**config.mk**
```make
export PLATFORM = sky130hd
export DESIGN_NAME = hazard_flush_ctrl
export DESIGN_NICKNAME = d
export VERILOG_FILES = /design/src/rtl/hazard_flush_ctrl.sv
export SDC_FILE = /design/constraint.sdc
export NUM_CORES = 1
export LEC_CHECK = 0
export BUFFER_PORTS_ARGS = -buffer_cell sky130_fd_sc_hd__buf_4
export CAP_MARGIN = 0
export CORE_MARGIN = 2
export CORE_UTILIZATION = 48
export DETAILED_ROUTE_END_ITERATION = 8
export PLACE_DENSITY = 0.76
export SETUP_SLACK_MARGIN = 0.4
export SYNTH_ARGS = -nofsm -noshare
export SYNTH_HDL_FRONTEND = slang
export SYNTH_SLANG_ARGS = --single-unit
```
**constraint.sdc**
```tcl
create_clock -name clk -period 1.7 [get_ports clk]
set_input_delay 0.085 -clock clk [delete_from_list [all_inputs] [get_ports clk]]
set_output_delay 0.085 -clock clk [all_outputs]
set_load 0.02 [all_outputs]
```
**src/rtl/hazard_flush_ctrl.sv**
```systemverilog
// Pipeline hazard/flush controller for the 5-stage MIPS pipeline: detects load-use,
// ID-resolved redirects and data-memory waits, and drives the stage-register controls.
module hazard_flush_ctrl #(
  parameter int CNT_W       = 16,
  parameter int MEM_TIMEOUT = 255
) (
  input  logic             clk,
  input  logic             rst,
  input  logic             MemReadEX,
  input  logic [4:0]       RtEX,
  input  logic [4:0]       RsID,
  input  logic [4:0]       RtID,
  input  logic             UseRtID,
  input  logic             BranchTaken,
  input  logic             JumpID,
  input  logic             MemReqM,
  input  logic             MemReady,
  output logic             PCWrite,
  output logic             IF_ID_write,
  output logic             IF_Flush,
  output logic             CtrlZero,
  output logic             Freeze,
  output logic [CNT_W-1:0] StallCount,
  output logic [CNT_W-1:0] FlushCount,
  output logic             MemTimeout
);

  localparam int WAIT_W = (MEM_TIMEOUT < 2) ? 1 : $clog2(MEM_TIMEOUT + 1);
  localparam logic [WAIT_W-1:0] TO_LAST = WAIT_W'((MEM_TIMEOUT > 0) ? MEM_TIMEOUT - 1 : 0);

  typedef enum logic [1:0] {
    S_RUN,
    S_LOAD_STALL,
    S_MEM_WAIT
  } state_t;

  state_t            r_state;
  state_t            w_next;
  logic [WAIT_W-1:0] r_wait;
  logic [CNT_W-1:0]  r_stall_cnt;
  logic [CNT_W-1:0]  r_flush_cnt;
  logic              r_timeout;

  logic w_memwait;
  logic w_loaduse;
  logic w_redirect;
  logic w_stall_inc;
  logic w_flush_inc;
  logic w_timeout_hit;

  assign w_memwait  = MemReqM & ~MemReady;
  assign w_loaduse  = MemReadEX & (RtEX != 5'd0) &
                      ((RtEX == RsID) | (UseRtID & (RtEX == RtID)));
  assign w_redirect = BranchTaken | JumpID;

  // Counts the cycle of the access that first waits too, so the flag rises once
  // MEM_TIMEOUT consecutive wait cycles have elapsed.
  assign w_timeout_hit = (MEM_TIMEOUT != 0) && w_memwait && (r_wait >= TO_LAST);

  always_comb begin
    w_next      = r_state;
    w_stall_inc = 1'b0;
    w_flush_inc = 1'b0;
    PCWrite     = 1'b1;
    IF_ID_write = 1'b1;
    IF_Flush    = 1'b0;
    CtrlZero    = 1'b0;
    Freeze      = 1'b0;
    if (rst) begin
      PCWrite     = 1'b0;
      IF_ID_write = 1'b0;
      IF_Flush    = 1'b1;
      CtrlZero    = 1'b1;
      w_next      = S_RUN;
    end else begin
      unique case (r_state)
        // MEM_WAIT shares RUN's decode: while waiting it yields the same freeze
        // outputs, and on the ready cycle it must apply RUN rules to current inputs.
        S_RUN, S_MEM_WAIT: begin
          if (w_memwait) begin
            PCWrite     = 1'b0;
            IF_ID_write = 1'b0;
            Freeze      = 1'b1;
            w_stall_inc = 1'b1;
            w_next      = S_MEM_WAIT;
          end else if (w_loaduse) begin
            PCWrite     = 1'b0;
            IF_ID_write = 1'b0;
            CtrlZero    = 1'b1;
            w_stall_inc = 1'b1;
            w_next      = S_LOAD_STALL;
          end else begin
            w_next = S_RUN;
            if (w_redirect) begin
              IF_Flush    = 1'b1;
              w_flush_inc = 1'b1;
            end
          end
        end
        S_LOAD_STALL: begin
          if (w_memwait) begin
            PCWrite     = 1'b0;
            IF_ID_write = 1'b0;
            Freeze      = 1'b1;
            w_stall_inc = 1'b1;
            w_next      = S_MEM_WAIT;
          end else begin
            w_next = S_RUN;
            if (w_redirect) begin
              IF_Flush    = 1'b1;
              w_flush_inc = 1'b1;
            end
          end
        end
        default: w_next = S_RUN;
      endcase
    end
  end

  always_ff @(posedge clk or posedge rst) begin
    if (rst) begin
      r_state     <= S_RUN;
      r_wait      <= '0;
      r_stall_cnt <= '0;
      r_flush_cnt <= '0;
      r_timeout   <= 1'b0;
    end else begin
      r_state <= w_next;
      if (w_memwait) begin
        if (r_wait != '1) r_wait <= r_wait + 1'b1;
      end else begin
        r_wait <= '0;
      end
      if (w_stall_inc && (r_stall_cnt != '1)) r_stall_cnt <= r_stall_cnt + 1'b1;
      if (w_flush_inc && (r_flush_cnt != '1)) r_flush_cnt <= r_flush_cnt + 1'b1;
      if (w_timeout_hit) r_timeout <= 1'b1;
    end
  end

  assign StallCount = r_stall_cnt;
  assign FlushCount = r_flush_cnt;
  assign MemTimeout = r_timeout;

endmodule

```
# Yosys cells after proc, flatten, opt, wreduce, memory -nomap -nowiden
# Cells that the tools add are included.
[totals] inputBits=23 wordCells=60 regBits=43
[op_classes] eq_ne=8 n_reduce_logical=7 muxes=29 n_lt_le_gt_ge=1 add_sub_neg=3 bitwise_logic=7
[op_table] cell="adder 16 x 1 -> 16 bit (second input constant)" n=2
[op_table] cell="!= test 16 bit (second input constant)" n=2
[op_table] cell="two-way mux 1 bit" n=20
[op_table] cell="two-way mux 8 bit" n=2
[op_table] cell="equality test 5 bit" n=2
[op_table] cell="adder 8 x 1 -> 8 bit (second input constant)" n=1
[op_table] cell="greater-or-equal comparator 8 bit (second input constant)" n=1
[op_table] cell="!= test 8 bit (second input constant)" n=1
[op_table] cell="two-way mux 2 bit" n=3
[op_table] cell="case mux 1 bit (2 select lines)" n=3
[op_table] cell="nonzero test 5 bit" n=1
[op_table] cell="AND 1 bit" n=4
[op_table] cell="case mux 2 bit (2 select lines)" n=1
[op_table] cell="logical AND 1 bit" n=3
[op_table] cell="OR reduction 3 bit" n=1
[op_table] cell="equality test 2 x 1 -> 1 bit (second input constant)" n=1
[op_table] cell="equality test 2 bit (second input constant)" n=1
[op_table] cell="logical NOT 2 bit" n=1
[op_table] cell="!= test 2 x 1 -> 1 bit (second input constant)" n=1
[op_table] cell="bitwise OR 1 bit" n=2
[op_table] cell="OR reduction 2 bit" n=1
[op_table] cell="NOT 1 bit" n=1

# Longest topological paths before layout
[logic_depth] ltp_word=9 ltp_mapped=8 depth_no_buf=7

# Worst setup path after synthesis
# No wires, ideal clock.
[synth_path] kind="input to register" start="input port rst" end="register r_stall_cnt[12], in the netlist StallCount[12]" setup_slack_ns=-0.396 stages=5 required_ns=1.620 arrival_ns=2.016 cell_sequence="inv_1 o21ai_2 buf_6 nor4b_1 xor2_1"
[synth_via] elab_chain_cells=2
[synth_rtl] element="from (decl)" line_no="8" source="input logic rst,"
[synth_rtl] element="two-way mux 1 bit" line_no="69" source="if (rst) begin"
[synth_rtl] element="logical AND 1 bit" line_no="134" source="if (w_stall_inc && (r_stall_cnt != '1)) r_stall_cnt <= r_stall_cnt + 1'b1;"
[synth_rtl] element="to (signal assigned)" line_no="134"
[synth_rtl] element="to (decl)" line_no="40" source="logic [CNT_W-1:0] r_stall_cnt;"
# Every way passes these cells.
# A chain may end at the register's enable or synchronous reset.

# Worst setup path in the final report
[layout_path] start="register r_stall_cnt[0], in the netlist StallCount[0]" end="register r_stall_cnt[10], in the netlist StallCount[10]"
[layout_via] elab_chain_cells=2
[layout_rtl] element="branches (longest 2 deep; another with adder 16 x 1 -> 16 bit)"
# Parallel ways; which one is timed is not known.

==> results.cfg <==
[global_routing]
grt_max_degree = 44
grt_pass1_wl_um = 10500
antenna_found_initial = 0
grt_usage_pct = 25.0
overflow = 0
grt_pass1_vias = 2222

[layout]
stdcell_count = 415
utilization_pct = 83.3
antennaDiodeCount = 0
syn_to_final_growth_pct = 66.3
drive_above_1_share_pct = 59.5
finish.net_count = 376

[route]
ant_nets = 0
drc = 0
drtIter0Drc = 91
wl_per_cell_um = 18.9
dr.pass1.iters = 4
via_per_inst = 5.48
detail_route.wirelength_um = 7840
num_vias = 2273

[critical_path]
reg2reg_from = StallCount[0]
max_stage_delay_ns = 0.44
r2r_cells = 7
cpMaxStageDelayCell = dfrtp_2
crit_buf_inv = 1
critPathTopFamily = simple AND/OR/NAND/NOR gates
required_ns = 1.91
path_cells = ha_4 -> and3_4 -> nand3_2 -> o21ai_4 -> buf_12 -> nor4b_2 -> xor2_1
worstPathArrival_ns = 1.90
r2r_slack_ns = 0.01
start_kind = flip-flop
crit_type = flip-flop to flip-flop
r2r_end = StallCount[10]
crit_path_end_kind = flip-flop
path_max_fanout = 14

[synthesis]
synth_cell_types = 41
synth_top_area_share_pct = 45.5
yosys.area.top_type = dfrtp_1
ys.flop_type = dfrtp_1
synthesis.nets = 250
seq_area_frac_synth_pct = 45.5
avgSynthCellArea_um2 = 10.6
synth-edff-count = 0
synth_warnings = 0
yosys-top-cells-area = dfrtp_1 45%, xnor2_1 11%, xor2_1 5.6%
synth_area_um2 = 2370
async_flop_share_pct = 100
ys_ff_latch = 43
postSynthCellCount = 223

[clock_network]
cts_root_buffer = clkbuf_8
clockBufferDepth = 2
clock-sinks = 43
htree_levels = 2
cts-buffers-inserted = 5
clk_pin_slew_worst_paths_ns = 0.09
clock_latency_ns = 0.30
cts_tree = yes

[floorplanning]
start_util_pct = 50.1
die_h_um = 74.2
die_w_um = 74.2
rows = 25
ios = 61
core_area_um2 = 4720
dieArea_um2 = 5510

[sta]
finalSetupViolCount = 0
hold_violations = 0
drv_slew = 0
rsz0062_at_grt = yes
period_share_pct = 99.3
worst_slew_pin_slew_ns = 0.659
slew_headroom_pct = 56.0
fmax_ghz = 0.592
post-route-min-period_ns = 1.69
fin_worst_skew_ns = 0.0149

[place]
place_congestion = 0.786
place_inst = 377
post-dp-hpwl_um = 3960
portBuffers = 60

[power]
ir_worst_vdd_v = 0.000695
leakage_uw = 0.00181
power.total_uw = 3350
power.density_nw_per_um2 = 851

[job]
drv_cap = 0

[worst_hold_path]
hold_path_class = primary input to async pin

[run_status]
status = finished, final reports clean
[worst register-to-register path, delay by kind of cell (launching register included)]
kind | cells | cell delay [ns]
DFF | 1 | 0.44
xor gates and xnor gates | 1 | 0.19
buffers and inverters | 1 | 0.16
adders and majority gates | 1 | 0.17
AOI/OAI and AO/OA | 1 | 0.08
and+or+nand+nor | 3 | 0.56
[per-layer routing]
layer	vias up	GRT usage, %	share of wire [%]
met5	-	0	0
met4	0	7.94	3.1
met3	23	4.88	3.8
met2	80	43.7	51
met1	1136	31.5	42
li1	1034	-	-
[area by class of cell]
cell class                      count  area [um^2]
Tap cell                           67         83.8
Clock buffer                        6         72.6
Sequential cell                    43         1090
Timing Repair Buffer              126         1060
Inverter                            7         30.0
Multi-Input combinational cell    166         1590
Fill cell                         271          788
[worst max-delay path by stage]
stage / from / depth (start not counted) / endpoint
floorplan: StallCount[2] / 6 / StallCount[1]
global placement: RtEX[1] / 9 / StallCount[14]
detailed placement: RtEX[3] / 9 / StallCount[8]
CTS: StallCount[3] / 7 / StallCount[4]
global route: StallCount[0] / 7 / StallCount[10]
finish: StallCount[0] / 7 / StallCount[10]
[repair_timing]
item,4_1_cts,5_1_grt
hold buffers,1,0
cloned,0,0
hold endpoints to repair,1,0
resized for setup,53,34
endpoints found under the setup margin,39,40
pin swaps,40,35
buffers inserted,20,11
[cells in the mapped netlist (2+ instances only)]
cell type / number
o21ai_0: 4
nor4b_1: 3
xor2_1: 15
nand2_1: 16
ha_1: 4
a211oi_1: 2
inv_1: 7
nor3b_1: 2
xnor2_1: 29
nor4_2: 5
a21oi_4: 2
nor2b_1: 3
and3_1: 14
nand4_1: 10
a31oi_1: 2
nand3_1: 20
dfrtp_1: 43
nor3_1: 6
and4_1: 3
nor2_1: 10
buf_6: 3
[cell families after synthesis]
logic type                 share of synthesized area, %
xor gates and xnor gates                           16.3
buffers and inverters                              3.38
adders and majority gates                          2.12
and+or+nand+nor                                    26.5
DFF                                                45.5
muxes                                              1.11
AOI/OAI and AO/OA                                  5.13
[placed cells by master (no fill, tap or decap), types with 3 or more instances in the layout]
master and count:
and3_1 7, and3_4 6, and4_1 3, buf_4 101, buf_6 20, clkbuf_8 5, dfrtp_1 31, dfrtp_2 12
inv_1 5, nand2_1 12, nand2_2 4, nand3_1 7, nand3_2 6, nand3_4 7, nand4_1 10, nor2_1 7
nor3_1 4, nor4_4 4, nor4b_2 3, xnor2_1 22, xnor2_2 7, xor2_1 15
[stage by stage]
step	area (um^2)	setup TNS, ns	hold WS [ns]	setup slack, ns
finish	3940	0	0.0989	0.0111
global route	3940	-0.311	0.168	-0.0746
CTS	3680	0	0.0889	0.0671
detailed placement	3220	-0.801	0.316	-0.0865
global placement	3220	-0.0679	0.311	-0.0303
floorplan	2470	-0.140	0.111	-0.0235
[report_power, final]
part | switching (uW) | leakage, uW | internal (uW)
logic | 693 | 0.00122 | 709
registers | 155 | 0.000552 | 1170
clock network | 350 | 0.0000371 | 275
total | 1200 | 0.00181 | 2150
[sequential cells by signal, indices dropped and copies added, names as in the netlist]
name,count
FlushCount,16
MemTimeout,1
r_wait,8
r_state,2
StallCount,16
Note: power is estimated with default switching activity, not from simulation.
